$ cat src/rtl/m31_reduce_arbiter_pkg.sv
// Shared M31 field definitions (p = 2^31-1) for the reduce arbiter slice.
// Provides the modulus, element/wide-word types and the final canonicalisation step.
package m31_pkg;

    typedef logic [30:0] m31_t;
    typedef logic [61:0] m31_wide_t;

    localparam m31_t        M31_P  = 31'h7FFF_FFFF;
    localparam int unsigned WIDE_W = 62;

    // s2 is at most 2^31, so one conditional subtract of p is enough:
    // p maps to 0 and 2^31 maps to 1.
    function automatic m31_t m31_canon(input logic [31:0] s2);
        return (s2 >= {1'b0, M31_P}) ? m31_t'(s2 - {1'b0, M31_P}) : s2[30:0];
    endfunction

endpackage

$ cat src/rtl/m31_reduce_arbiter_if.sv
// Request/result bundle for m31_reduce_arbiter.
// master = requester/consumer side, slave = the arbiter-reducer.
interface m31_reduce_arbiter_if
    import m31_pkg::*;
#(
    parameter int NUM_REQ  = 4,
    parameter int IN_WIDTH = 62,
    parameter int ID_W     = $clog2(NUM_REQ)
);

    logic [NUM_REQ-1:0]          req_valid;
    logic [NUM_REQ*IN_WIDTH-1:0] req_data;
    logic [NUM_REQ-1:0]          req_ready;
    logic                        out_valid;
    logic                        out_ready;
    m31_t                        out_data;
    logic [ID_W-1:0]             out_id;

    modport master (
        output req_valid, req_data, out_ready,
        input  req_ready, out_valid, out_data, out_id
    );

    modport slave (
        input  req_valid, req_data, out_ready,
        output req_ready, out_valid, out_data, out_id
    );

endinterface

$ cat src/rtl/m31_reduce_arbiter_rr.sv
// Round-robin arbiter: search starts at ptr and wraps; ptr moves past the
// winner only when a grant is actually issued (advance high and a request present).
module rr_arbiter #(
    parameter int NUM_REQ = 4,
    parameter int ID_W    = $clog2(NUM_REQ)
) (
    input  logic               clk,
    input  logic               rst_n,
    input  logic [NUM_REQ-1:0] req,
    input  logic               advance,
    output logic [NUM_REQ-1:0] gnt,
    output logic [ID_W-1:0]    winner
);

    logic [ID_W-1:0] ptr;
    logic            found;

    // Two passes: indices at or above ptr first, then the wrapped lower part.
    always_comb begin
        found  = 1'b0;
        winner = '0;
        for (int unsigned j = 0; j < NUM_REQ; j++) begin
            if (!found && req[j] && (j >= 32'(ptr))) begin
                found  = 1'b1;
                winner = ID_W'(j);
            end
        end
        for (int unsigned j = 0; j < NUM_REQ; j++) begin
            if (!found && req[j] && (j < 32'(ptr))) begin
                found  = 1'b1;
                winner = ID_W'(j);
            end
        end
    end

    always_comb begin
        gnt = '0;
        for (int unsigned j = 0; j < NUM_REQ; j++) begin
            gnt[j] = advance && found && (winner == ID_W'(j));
        end
    end

    always_ff @(posedge clk or negedge rst_n) begin
        if (!rst_n) begin
            ptr <= '0;
        end else if (advance && found) begin
            ptr <= (winner == ID_W'(NUM_REQ - 1)) ? '0 : winner + ID_W'(1);
        end
    end

endmodule

$ cat src/rtl/m31_reduce_arbiter.sv
// Round-robin shared 3-stage M31 reducer with id-tagged canonical results.
// Optional M31_REDUCE_ARB_STATS_EN adds per-requester grant and stall counters.
module m31_reduce_arbiter
    import m31_pkg::*;
#(
    parameter int NUM_REQ  = 4,
    parameter int IN_WIDTH = 62,
    parameter int ID_W     = $clog2(NUM_REQ)
) (
    input  logic                    clk,
    input  logic                    rst_n,
    m31_reduce_arbiter_if.slave     bus
`ifdef M31_REDUCE_ARB_STATS_EN
    ,
    output logic [NUM_REQ*32-1:0]   grant_cnt,
    output logic [31:0]             stall_cnt
`endif
);

    logic                en;
    logic                advance;
    logic                transfer;
    logic [NUM_REQ-1:0]  gnt;
    logic [ID_W-1:0]     winner;
    logic [IN_WIDTH-1:0] sel_word;
    m31_wide_t           w_in;

    m31_wide_t           w0;
    logic [ID_W-1:0]     id0, id1, id2;
    logic                v0, v1, v2;
    logic [31:0]         s1, s2;
    logic [31:0]         s1_next, s2_next;

    logic                out_valid_q;
    m31_t                out_data_q;
    logic [ID_W-1:0]     out_id_q;

    assign en      = !out_valid_q || bus.out_ready;
    // Gating with rst_n keeps req_ready low while reset is held.
    assign advance = en && rst_n;

    rr_arbiter #(
        .NUM_REQ (NUM_REQ),
        .ID_W    (ID_W)
    ) u_arb (
        .clk     (clk),
        .rst_n   (rst_n),
        .req     (bus.req_valid),
        .advance (advance),
        .gnt     (gnt),
        .winner  (winner)
    );

    assign bus.req_ready = gnt;
    assign transfer      = |(gnt & bus.req_valid);

    always_comb begin
        sel_word = '0;
        for (int unsigned j = 0; j < NUM_REQ; j++) begin
            if (winner == ID_W'(j)) begin
                sel_word = bus.req_data[j*IN_WIDTH +: IN_WIDTH];
            end
        end
    end

    always_comb begin
        w_in                 = '0;
        w_in[IN_WIDTH-1:0]   = sel_word;
    end

    // 2^31 == 1 (mod p): fold the high half onto the low half, twice.
    assign s1_next = {1'b0, w0[30:0]} + {1'b0, w0[61:31]};
    assign s2_next = {1'b0, s1[30:0]} + {31'b0, s1[31]};

    always_ff @(posedge clk or negedge rst_n) begin
        if (!rst_n) begin
            w0          <= '0;
            id0         <= '0;
            v0          <= 1'b0;
            s1          <= '0;
            id1         <= '0;
            v1          <= 1'b0;
            s2          <= '0;
            id2         <= '0;
            v2          <= 1'b0;
            out_valid_q <= 1'b0;
            out_data_q  <= '0;
            out_id_q    <= '0;
        end else if (en) begin
            w0          <= w_in;
            id0         <= winner;
            v0          <= transfer;
            s1          <= s1_next;
            id1         <= id0;
            v1          <= v0;
            s2          <= s2_next;
            id2         <= id1;
            v2          <= v1;
            out_valid_q <= v2;
            out_data_q  <= m31_canon(s2);
            out_id_q    <= id2;
        end
    end

    assign bus.out_valid = out_valid_q;
    assign bus.out_data  = out_data_q;
    assign bus.out_id    = out_id_q;

`ifdef M31_REDUCE_ARB_STATS_EN
    always_ff @(posedge clk or negedge rst_n) begin
        if (!rst_n) begin
            grant_cnt <= '0;
            stall_cnt <= '0;
        end else begin
            for (int unsigned j = 0; j < NUM_REQ; j++) begin
                if (gnt[j] && bus.req_valid[j]) begin
                    grant_cnt[j*32 +: 32] <= grant_cnt[j*32 +: 32] + 32'd1;
                end
            end
            if (out_valid_q && !bus.out_ready) begin
                stall_cnt <= stall_cnt + 32'd1;
            end
        end
    end
`endif

endmodule

$ cat src/flat_wrapper.sv
// flat-port wrapper written by rule: the top's interface ports become plain ports
module m31_reduce_arbiter_flat import m31_pkg::*;
#(
    parameter int NUM_REQ  = 4,
    parameter int IN_WIDTH = 62,
    parameter int ID_W     = $clog2(NUM_REQ)
)
  (clk, rst_n, bus_req_valid, bus_req_data, bus_out_ready, bus_req_ready, bus_out_valid, bus_out_data, bus_out_id);
  m31_reduce_arbiter_if #(.NUM_REQ(NUM_REQ), .IN_WIDTH(IN_WIDTH), .ID_W(ID_W)) bus_i ();
  input  logic clk;
  input  logic rst_n;
  input wire logic [$bits(bus_i.req_valid)-1:0] bus_req_valid;
  input wire logic [$bits(bus_i.req_data)-1:0] bus_req_data;
  input wire logic [$bits(bus_i.out_ready)-1:0] bus_out_ready;
  output wire logic [$bits(bus_i.req_ready)-1:0] bus_req_ready;
  output wire logic [$bits(bus_i.out_valid)-1:0] bus_out_valid;
  output wire logic [$bits(bus_i.out_data)-1:0] bus_out_data;
  output wire logic [$bits(bus_i.out_id)-1:0] bus_out_id;
  assign bus_i.req_valid = bus_req_valid;
  assign bus_i.req_data = bus_req_data;
  assign bus_i.out_ready = bus_out_ready;
  assign bus_req_ready = bus_i.req_ready;
  assign bus_out_valid = bus_i.out_valid;
  assign bus_out_data = bus_i.out_data;
  assign bus_out_id = bus_i.out_id;
  m31_reduce_arbiter #(.NUM_REQ(NUM_REQ), .IN_WIDTH(IN_WIDTH), .ID_W(ID_W)) u_core (.clk(clk), .rst_n(rst_n), .bus(bus_i));
endmodule
$ cat config.mk
export PLATFORM = sky130hd
export DESIGN_NAME = m31_reduce_arbiter_flat
export DESIGN_NICKNAME = d
export VERILOG_FILES = /design/src/rtl/m31_reduce_arbiter_pkg.sv /design/src/rtl/m31_reduce_arbiter_if.sv /design/src/rtl/m31_reduce_arbiter_rr.sv /design/src/rtl/m31_reduce_arbiter.sv /design/src/flat_wrapper.sv
export SDC_FILE = /design/constraint.sdc
export NUM_CORES = 1
export LEC_CHECK = 0
export CORE_ASPECT_RATIO = 1.25
export CORE_MARGIN = 10
export CORE_UTILIZATION = 41
export CTS_BUF_LIST = sky130_fd_sc_hd__clkbuf_16
export DETAILED_ROUTE_END_ITERATION = 16
export GPL_TIMING_DRIVEN = 0
export PLACE_DENSITY = 0.81
export SETUP_SLACK_MARGIN = 0.3
export SKIP_CTS_REPAIR_TIMING = 1
export SYNTH_ARGS = -nofsm -noshare
export SYNTH_HDL_FRONTEND = slang
export SYNTH_HIERARCHICAL = 1
export SYNTH_SLANG_ARGS = --single-unit
$ cat constraint.sdc
create_clock -name clk -period 4.7 [get_ports clk]
set_clock_uncertainty 0.05 [all_clocks]
set_input_delay 0.94 -clock clk [delete_from_list [all_inputs] [get_ports clk]]
set_output_delay 0.94 -clock clk [all_outputs]
set_load 0.005 [all_outputs]
[Word-level counts from Yosys, hierarchy flattened]
Cells that the tools add are included.
Widths: inputs -> output; s select.
Word-level totals
  register bits: 171
  input bits: 255
  output and inout port bits: 38
  word-level logic and storage cells: 75
Operators by class
  add/sub/neg operators: 4
  order comparisons: 7
  equality and inequality tests: 3
  muxes and demuxes: 19
  bitwise logic cells: 1
  reductions and logical operators: 28
Operator list (number)
  $mux 62: 4
  $add 31x1->32: 1
  $add 31x31->32: 1
  $ge 32x31->1 const B: 1
  $mux 31: 1
  $sub 31x31->31 const B: 1
  $logic_and 1x1->1: 18
  $mux 2: 6
  $mux 1: 8
  $logic_not 1->1: 7
  $and 4x4->4: 1
  $eq 2x2->1 const B: 2
  $ge 1x2->1 const A: 2
  $lt 1x2->1 const A: 2
  $reduce_or 4->1: 1
  $add 2x1->2 const B: 1
  $eq 2x1->1 const B: 1
  $ge 2x2->1 const A: 1
  $logic_not 2->1: 1
  $lt 2x2->1 const A: 1
  $logic_or 1x1->1: 1

[Logic depth before layout (Yosys ltp)]
Gate-level depths: netlist of run 1.
  depth after elaboration: 31
  gate-level depth with buffers: 9
  gate-level depth less buffers: 9

[Cells and area by module]
Netlist of run 1, hierarchy kept.
By module, submodules not included
  m31_reduce_arbiter: instances 1, cells each 1141, area an instance 10535.1 um^2, sequential area each 4229.1 um^2
  rr_arbiter: instances 1, cells each 32, area an instance 254.0 um^2, sequential area each 50.0 um^2

[Worst setup path before layout of run 1]
OpenSTA, ideal clock, no wires.
  path type: input -> output
  start: in bus_out_ready
  end: out bus_req_ready[2]
  arrival: 2.126 ns
  data required time: 3.710 ns
  slack: 1.584 ns
  stages on the path: 6
  buffers on the path: 2
  cell sequence: nand2b_1 > clkbuf_1 > clkbuf_1 > and2_1 > o41a_1 > and3b_1
On the way
  longest elaborated chain between the ends: 4
Ends and longest elaborated chain
  from (decl): RTL line flat_wrapper.sv:14  | input wire logic [$bits(bus_i.out_ready)-1:0] bus_out_ready;
  $logic_or 1x1->1: RTL line m31_reduce_arbiter.sv:38  | assign en = !out_valid_q || bus.out_ready;
  $logic_and 1x1->1: RTL line m31_reduce_arbiter.sv:40  | assign advance = en && rst_n;
  net u_core.advance: RTL line m31_reduce_arbiter.sv:21  | logic advance;
  $logic_and 1x1->1 (2 in a row): RTL line m31_reduce_arbiter_rr.sv:39  | gnt[j] = advance && found && (winner == ID_W'(j));
  to (decl): RTL line flat_wrapper.sv:15  | output wire logic [$bits(bus_i.req_ready)-1:0] bus_req_ready;
The timed path passes the listed nets, and every way through them passes these cells.

[Final worst setup path of run 1]
  start: in bus_out_ready
  end: out bus_req_ready[0]
The elaborated chain is that of the path after synthesis.

==> results of run 1 <==
routing by layer:
| layer | vias to the layer above | global-route usage | wire length (um) |
|---|---|---|---|
| met3 | 61 | 0.0488 | 2250 |
| li1 | 4745 | - | - |
| met1 | 4549 | 0.210 | 12200 |
| met2 | 346 | 0.354 | 17300 |
| met4 | 0 | 0.0903 | 1220 |
| met5 | - | 0 | 0 |
worst register-to-register path, delay by kind of cell, from the launching register on:
family / cells / cell delay, ns
flops: 1 / 0.38
mux: 1 / 0.45
buf+inv: 3 / 1.34
simple gates: 3 / 0.21
compound gates: 2 / 0.53
flip-flops by register name, summed over array words and instances (netlist names):
| signal | count |
|---|---|
| u_core/u_arb/ptr | 2 |
| u_core/id1 | 2 |
| u_core/s1 | 32 |
| u_core/id2 | 2 |
| u_core/id0 | 2 |
| u_core/bus.out_valid | 1 |
| u_core/v1 | 1 |
| u_core/s2 | 32 |
| u_core/v0 | 1 |
| u_core/bus.out_data | 31 |
| u_core/w0 | 62 |
| u_core/bus.out_id | 2 |
| u_core/v2 | 1 |
cell type report:
type                       count  area share
buffer                        69      0.0201
clock buffer                  17      0.0288
clock inverter                15      0.0106
inverter                      16     0.00407
multi-input combinational    917       0.417
sequential                   171       0.290
tap                          340      0.0288
timing repair buffer         293       0.200
worst paths after layout:
kind	slack (ns)	cells after the start	from	to
max reg2reg	1.66	9	u_core/u_arb/ptr[1]$_DFFE_PN0P_	u_core/w0[22]$_DFFE_PN0N_
min in group clk	0.42	2	u_core/id2[1]$_DFFE_PN0N_	u_core/id2[1]$_DFFE_PN0N_
min	0.42	1	rst_n	u_core/u_arb/ptr[0]$_DFFE_PN0P_
max	0.56	8	bus_out_ready	bus_req_ready[0]
max in group asynchronous	3.34	2	rst_n	u_core/bus.out_data[29]$_DFFE_PN0N_
min reg2reg	0.42	2	u_core/id2[1]$_DFFE_PN0N_	u_core/id2[1]$_DFFE_PN0N_
through the flow:
stage	utilization	std cells	worst slack, ns	TNS (ns)
3_3_place_gp	0.543	1805	-4.63	-695.44
6_report	0.567	1838	0.564	0
2_1_floorplan	-	1173	1.58	0
4_1_cts	0.567	1838	0.125	0
3_5_place_dp	0.545	1806	0.137	0
5_1_grt	0.567	1838	0.466	0
kinds of logic after synthesis:
group / count (synthesis) / synth area share
multiplexers: 66 / 0.134
AO/OA/AOI/OAI: 209 / 0.115
flip-flops: 171 / 0.397
adder cells (fa/ha/maj): 37 / 0.0436
buffers and inverters: 85 / 0.0326
AND/OR/NAND/NOR: 523 / 0.212
XOR/XNOR: 82 / 0.0666
placed cells by master (no fill, tap or decap), types with 4 or more instances in the layout:
cell and n:
dfrtp_1 171, o22ai_1 4, a31oi_1 7, and4_1 4, nor4_1 5, inv_1 17
ha_1 36, o21a_1 5, nand2b_1 5, mux4_2 62, o21ai_0 79, clkdlybuf4s50_1 291
a21oi_1 64, clkbuf_16 17, nand2_1 350, nand3_1 28, and3_1 10, nor3_1 11
a211oi_1 6, clkbuf_1 56, buf_2 8, xnor2_1 40, o21ai_1 5, nand4_1 22
inv_6 7, a21o_1 11, xor2_1 42, nor2_1 55, and2_1 6, nor2b_1 4
where the power goes:
group          internal (W)  leakage (nW)  switching (W)  total [W]
Combinational       0.00253          3.75        0.00295    0.00548
Sequential          0.00226          2.04       0.000633    0.00289
Clock              0.000750         0.280       0.000644    0.00139
Total               0.00554          6.07        0.00422    0.00976
==> metrics.cfg, run 1 <==
[synthesis]
synth_top_area_cell = dfrtp_1
synthTopCellsByCount = nand2_1, dfrtp_1, o21ai_0
synth_area_mm2 = 0.0108
sequential_fraction_of_the_synthesis_area = 0.397
synth-edff-count = 0
synthesis.instances = 1173
synth.most_common_cell = nand2_1
total_of_flip_flops_plus_latches_after_synthesis = 171
yosysWarningCount = 6
post_synth.cell_area_avg_um2 = 9.20
async_reset_ff_frac = 1.00
synthesis.nets = 1465
yosys_most_used_dff = dfrtp_1
post-synth-top-area-fraction = 0.397
yosys-top-cells-area = dfrtp_1, mux4_2, nand2_1
yosys.cell_types.count = 71

[setup_path]
max_stage_delay_ns = 0.54
crit_type = in -> out
cp_slowest_cell = clkdlybuf4s50_1
crit_family = buffers and inverters
path_max_fanout = 10
critical_path_required_ns = 3.71
critPathBufInv = 4
worst_ep_arrival_time_ns = 3.15
critical_path_cell_sequence = clkdlybuf4s50_1 > nand2b_1 > clkbuf_2 > clkbuf_4 > and2_1 > o41a_1 > and2_1 > clkdlybuf4s50_1
worst_setup_path_start_kind = primary input
critPathCaptureType = output pin

[detailed_routing]
wl_per_cell_um = 18.0
drt_drc_violations_left = 0
dr_total_vias = 9701
drt_iter0_markers = 607
drt.antenna.violating_nets = 0
drt_pre_antenna_iters = 5
route.detailed.vias_per_inst = 5.28
wirelength_um = 33000

[grt]
grt_util_all_layers = 0.197
grt_start_max_net_pins = 91
antenna_violations_before_repair = 0
grt_overflow = 0
grt_first_pass_wirelength_um = 52300
grt_pass1_vias = 10217

[cells_and_area]
num-fill-cells = 2252
drive_above_1_share = 0.0848
post-route-cell-area_mm2 = 0.0148
multiInputGateArea_mm2 = 0.00616
syn2layout_area_growth_pct = 36.8
diodes = 0
nets = 1777
area.sequential_mm2 = 0.00428

[floorplanning]
initial_core_util = 0.415
fp.dieArea_mm2 = 0.0332
boundaryPins = 293
die-width_um = 165
chipHeight_um = 201
core_region_area_mm2 = 0.0260
fp-row-count = 66

[placed_design]
gpl.final_weighted_congestion = 0.883
place_hpwl_um = 27400
post_dp_cell_area_mm2 = 0.0142
portBuffers = 292

[timing]
final_hold_viol_count = 0
grt_setup_unrepaired = false
final_period_minus_worst_setup_slack_ns = 4.14
clock.fmax_mhz = 242
final_max_slew_viol_count = 0
setup_violations = 0
final_min_period_over_clock_period = 0.880
hold-worst-slack_ns = 0.423
relSlewSlack = 0.508
worst_slew_pin_slew_ns = 0.720

[pwr]
powerDensity_mw_per_mm2 = 662
leakage_nw = 6.07
total_power_draw_w = 0.00976
peak_ir_drop_on_the_vdd_network_uv = 293

[clocking]
tritoncts_num_sinks = 171
tritoncts_clock_tree = yes
h-tree-depth = 4
clock_latency_late_sink_ns = 0.45
cts_made_buffers = 17
cts_buffer_depth = 2
cts_root_buffer = clkbuf_16
clock_slew_at_reported_path_ffs_ns = 0.07

[flow_run]
max-cap-violations = 0

[outcome]
outcome = complete, no violations

[worst_hold_path]
hold_path_class = in -> async

Power figures use the tool's default switching activity.
==> run 2: changes to the inputs <==
--- a/config.mk
+++ b/config.mk
@@ -10,6 +10,7 @@
 export CORE_UTILIZATION = 41
 export CTS_BUF_LIST = sky130_fd_sc_hd__clkbuf_16
 export DETAILED_ROUTE_END_ITERATION = 16
+export GPL_ROUTABILITY_DRIVEN = 0
 export GPL_TIMING_DRIVEN = 0
 export PLACE_DENSITY = 0.81
 export SETUP_SLACK_MARGIN = 0.3
==> constraint.sdc (replaced) <==
create_clock -name clk -period 4.3 [get_ports clk]
set_clock_uncertainty 0.05 [all_clocks]
set_input_delay 0.86 -clock clk [delete_from_list [all_inputs] [get_ports clk]]
set_output_delay 0.86 -clock clk [all_outputs]
set_load 0.005 [all_outputs]
==> metrics.cfg, run 2 (synthesis gave the netlist of run 1 again) <==
[detailed_routing]
route.detailed.vias_per_inst = 5.36  ; was 5.28
drt.antenna.violating_nets = 0  ; unchanged
dr_total_vias = 9850  ; was 9,701
wl_per_cell_um = 18.0  ; about the same
drt_drc_violations_left = 0  ; unchanged
wirelength_um = 33000  ; about the same
drt_pre_antenna_iters = 4  ; was 5
drt_iter0_markers = 514  ; was 607

[setup_path]
path_max_fanout = 10  ; unchanged
worst_ep_arrival_time_ns = 3.03  ; was 3.15 ns
crit_type = in -> out  ; unchanged
critPathCaptureType = output pin  ; unchanged
worst_setup_path_start_kind = primary input  ; unchanged
critical_path_required_ns = 3.39  ; was 3.71 ns

[cells_and_area]
finish.cell_count_without_fillers = 1838  ; unchanged
top_register = u_core/w0  ; unchanged
top_regs = u_core/w0: 62 flops, u_core/s1: 32 flops, u_core/s2: 32 flops  ; unchanged
nets = 1778  ; was 1,777
num-fill-cells = 2240  ; was 2,252
post-route-cell-area_mm2 = 0.0147  ; was 0.0148 mm2
final_common_cell = nand2_1  ; unchanged
drive_above_1_share = 0.0848  ; unchanged
largest_register_ff_count = 62  ; unchanged
syn2layout_area_growth_pct = 36.6  ; was 36.8%
diodes = 0  ; unchanged
mostFrequentLayoutCells = nand2_1, clkdlybuf4s50_1, dfrtp_1  ; unchanged

[placed_design]
portBuffers = 292  ; unchanged
placed_cells = 1806  ; unchanged
place_hpwl_um = 27200  ; was 27,400 um
post_dp_cell_area_mm2 = 0.0142  ; unchanged

[clocking]
tritoncts_num_sinks = 171  ; unchanged
cts_buffer_depth = 2  ; unchanged
clock_latency_late_sink_ns = 0.43  ; was 0.45 ns
h-tree-depth = 4  ; unchanged
clock_slew_at_reported_path_ffs_ns = 0.07  ; about the same
cts_root_buffer = clkbuf_16  ; unchanged
tritoncts_clock_tree = yes  ; unchanged
cts_made_buffers = 17  ; unchanged

[timing]
final_min_period_over_clock_period = 0.916
grt_setup_unrepaired = false  ; unchanged
final_period_minus_worst_setup_slack_ns = 3.94
timing.setup.tns_ns = 0  ; unchanged
setup_violations = 0  ; unchanged
final_hold_viol_count = 0  ; unchanged
final_max_slew_viol_count = 0  ; unchanged
worst_slew_pin_slew_ns = 0.743  ; was 0.720 ns
clock.fmax_mhz = 254
relSlewSlack = 0.505  ; was 0.508

[grt]
grt_util_all_layers = 0.196  ; was 0.197
grt_start_max_net_pins = 114  ; was 91
grt_overflow = 0  ; unchanged
antenna_violations_before_repair = 0  ; unchanged
grt_pass1_vias = 10255  ; was 10,217
grt_first_pass_wirelength_um = 52500  ; was 52,300 um

[floorplanning]
chipHeight_um = 201  ; unchanged
fp.dieArea_mm2 = 0.0332  ; unchanged
initial_core_util = 0.415  ; unchanged
fp-row-count = 66  ; unchanged
boundaryPins = 293  ; unchanged
core_region_area_mm2 = 0.0260  ; unchanged
die-width_um = 165  ; unchanged

[pwr]
total_power_draw_w = 0.0106  ; was 0.00976 W
powerDensity_mw_per_mm2 = 720  ; was 662 mW/mm2
leakage_nw = 6.05  ; was 6.07 nW
peak_ir_drop_on_the_vdd_network_uv = 408  ; was 293 uV

[flow_run]
max-cap-violations = 0  ; unchanged

[outcome]
outcome = complete, no violations  ; unchanged

[worst_hold_path]
hold_path_class = in -> async  ; unchanged

-- run 2: final timing paths --
path                                                 start  cells past startpoint                              end  slack [ns]
setup / recovery                             bus_out_ready                      8                 bus_req_ready[2]        0.36
hold / removal                                       rst_n                      1  u_core/u_arb/ptr[1]$_DFFE_PN0P_        0.28
setup reg to reg           u_core/u_arb/ptr[0]$_DFFE_PN0P_                      8        u_core/w0[26]$_DFFE_PN0N_        1.30
hold reg to reg                  u_core/id2[0]$_DFFE_PN0N_                      2        u_core/id2[0]$_DFFE_PN0N_        0.42
max in group asynchronous                            rst_n                      2        u_core/s2[24]$_DFFE_PN0N_        3.04
min in group clk                 u_core/id2[0]$_DFFE_PN0N_                      2        u_core/id2[0]$_DFFE_PN0N_        0.42
-- run 2: power by group --
part / switching, W / total, W / internal [W]
clock: 0.000648 / 0.00144 / 0.000795
sequential: 0.000688 / 0.00316 / 0.00247
combinational: 0.00324 / 0.00601 / 0.00277
total: 0.00458 / 0.0106 / 0.00604
-- run 2: per-stage QoR --
step            util  setup WS, ns  hold slack [ns]
3_5_place_dp   0.545        -0.126            0.407
4_1_cts        0.566        -0.134            0.296
2_1_floorplan      -          1.34            0.380
3_3_place_gp   0.543         -4.89            0.394
6_report       0.567         0.362            0.282
5_1_grt        0.567         0.310            0.307
-- run 2: metal layers --
layer / up-vias / global-route usage / routed length (um)
met5: - / 0 / 0
met4: 0 / 0.0722 / 1070
met3: 59 / 0.0539 / 2400
met2: 377 / 0.353 / 17300
met1: 4659 / 0.212 / 12200
li1: 4755 / - / -
-- run 2: critical path, stage by stage --
cell and delay, ns:
clkdlybuf4s50_1 0.47, nand2b_1 0.12, clkbuf_2 0.22, buf_6 0.19, and2_1 0.15, o41a_1 0.26, and3b_1 0.23, clkdlybuf4s50_1 0.52
-- run 2: area by class of cell --
class,count,area [um2],share of cell area
well taps,340,425,0.0289
clock inverters,14,124,0.00840
clock buffers,17,425,0.0289
inverters,16,60.1,0.00407
multi-input cells,917,6160,0.418
flip-flops and latches,171,4280,0.290
repair buffers,294,2960,0.201
plain buffers,69,300,0.0204
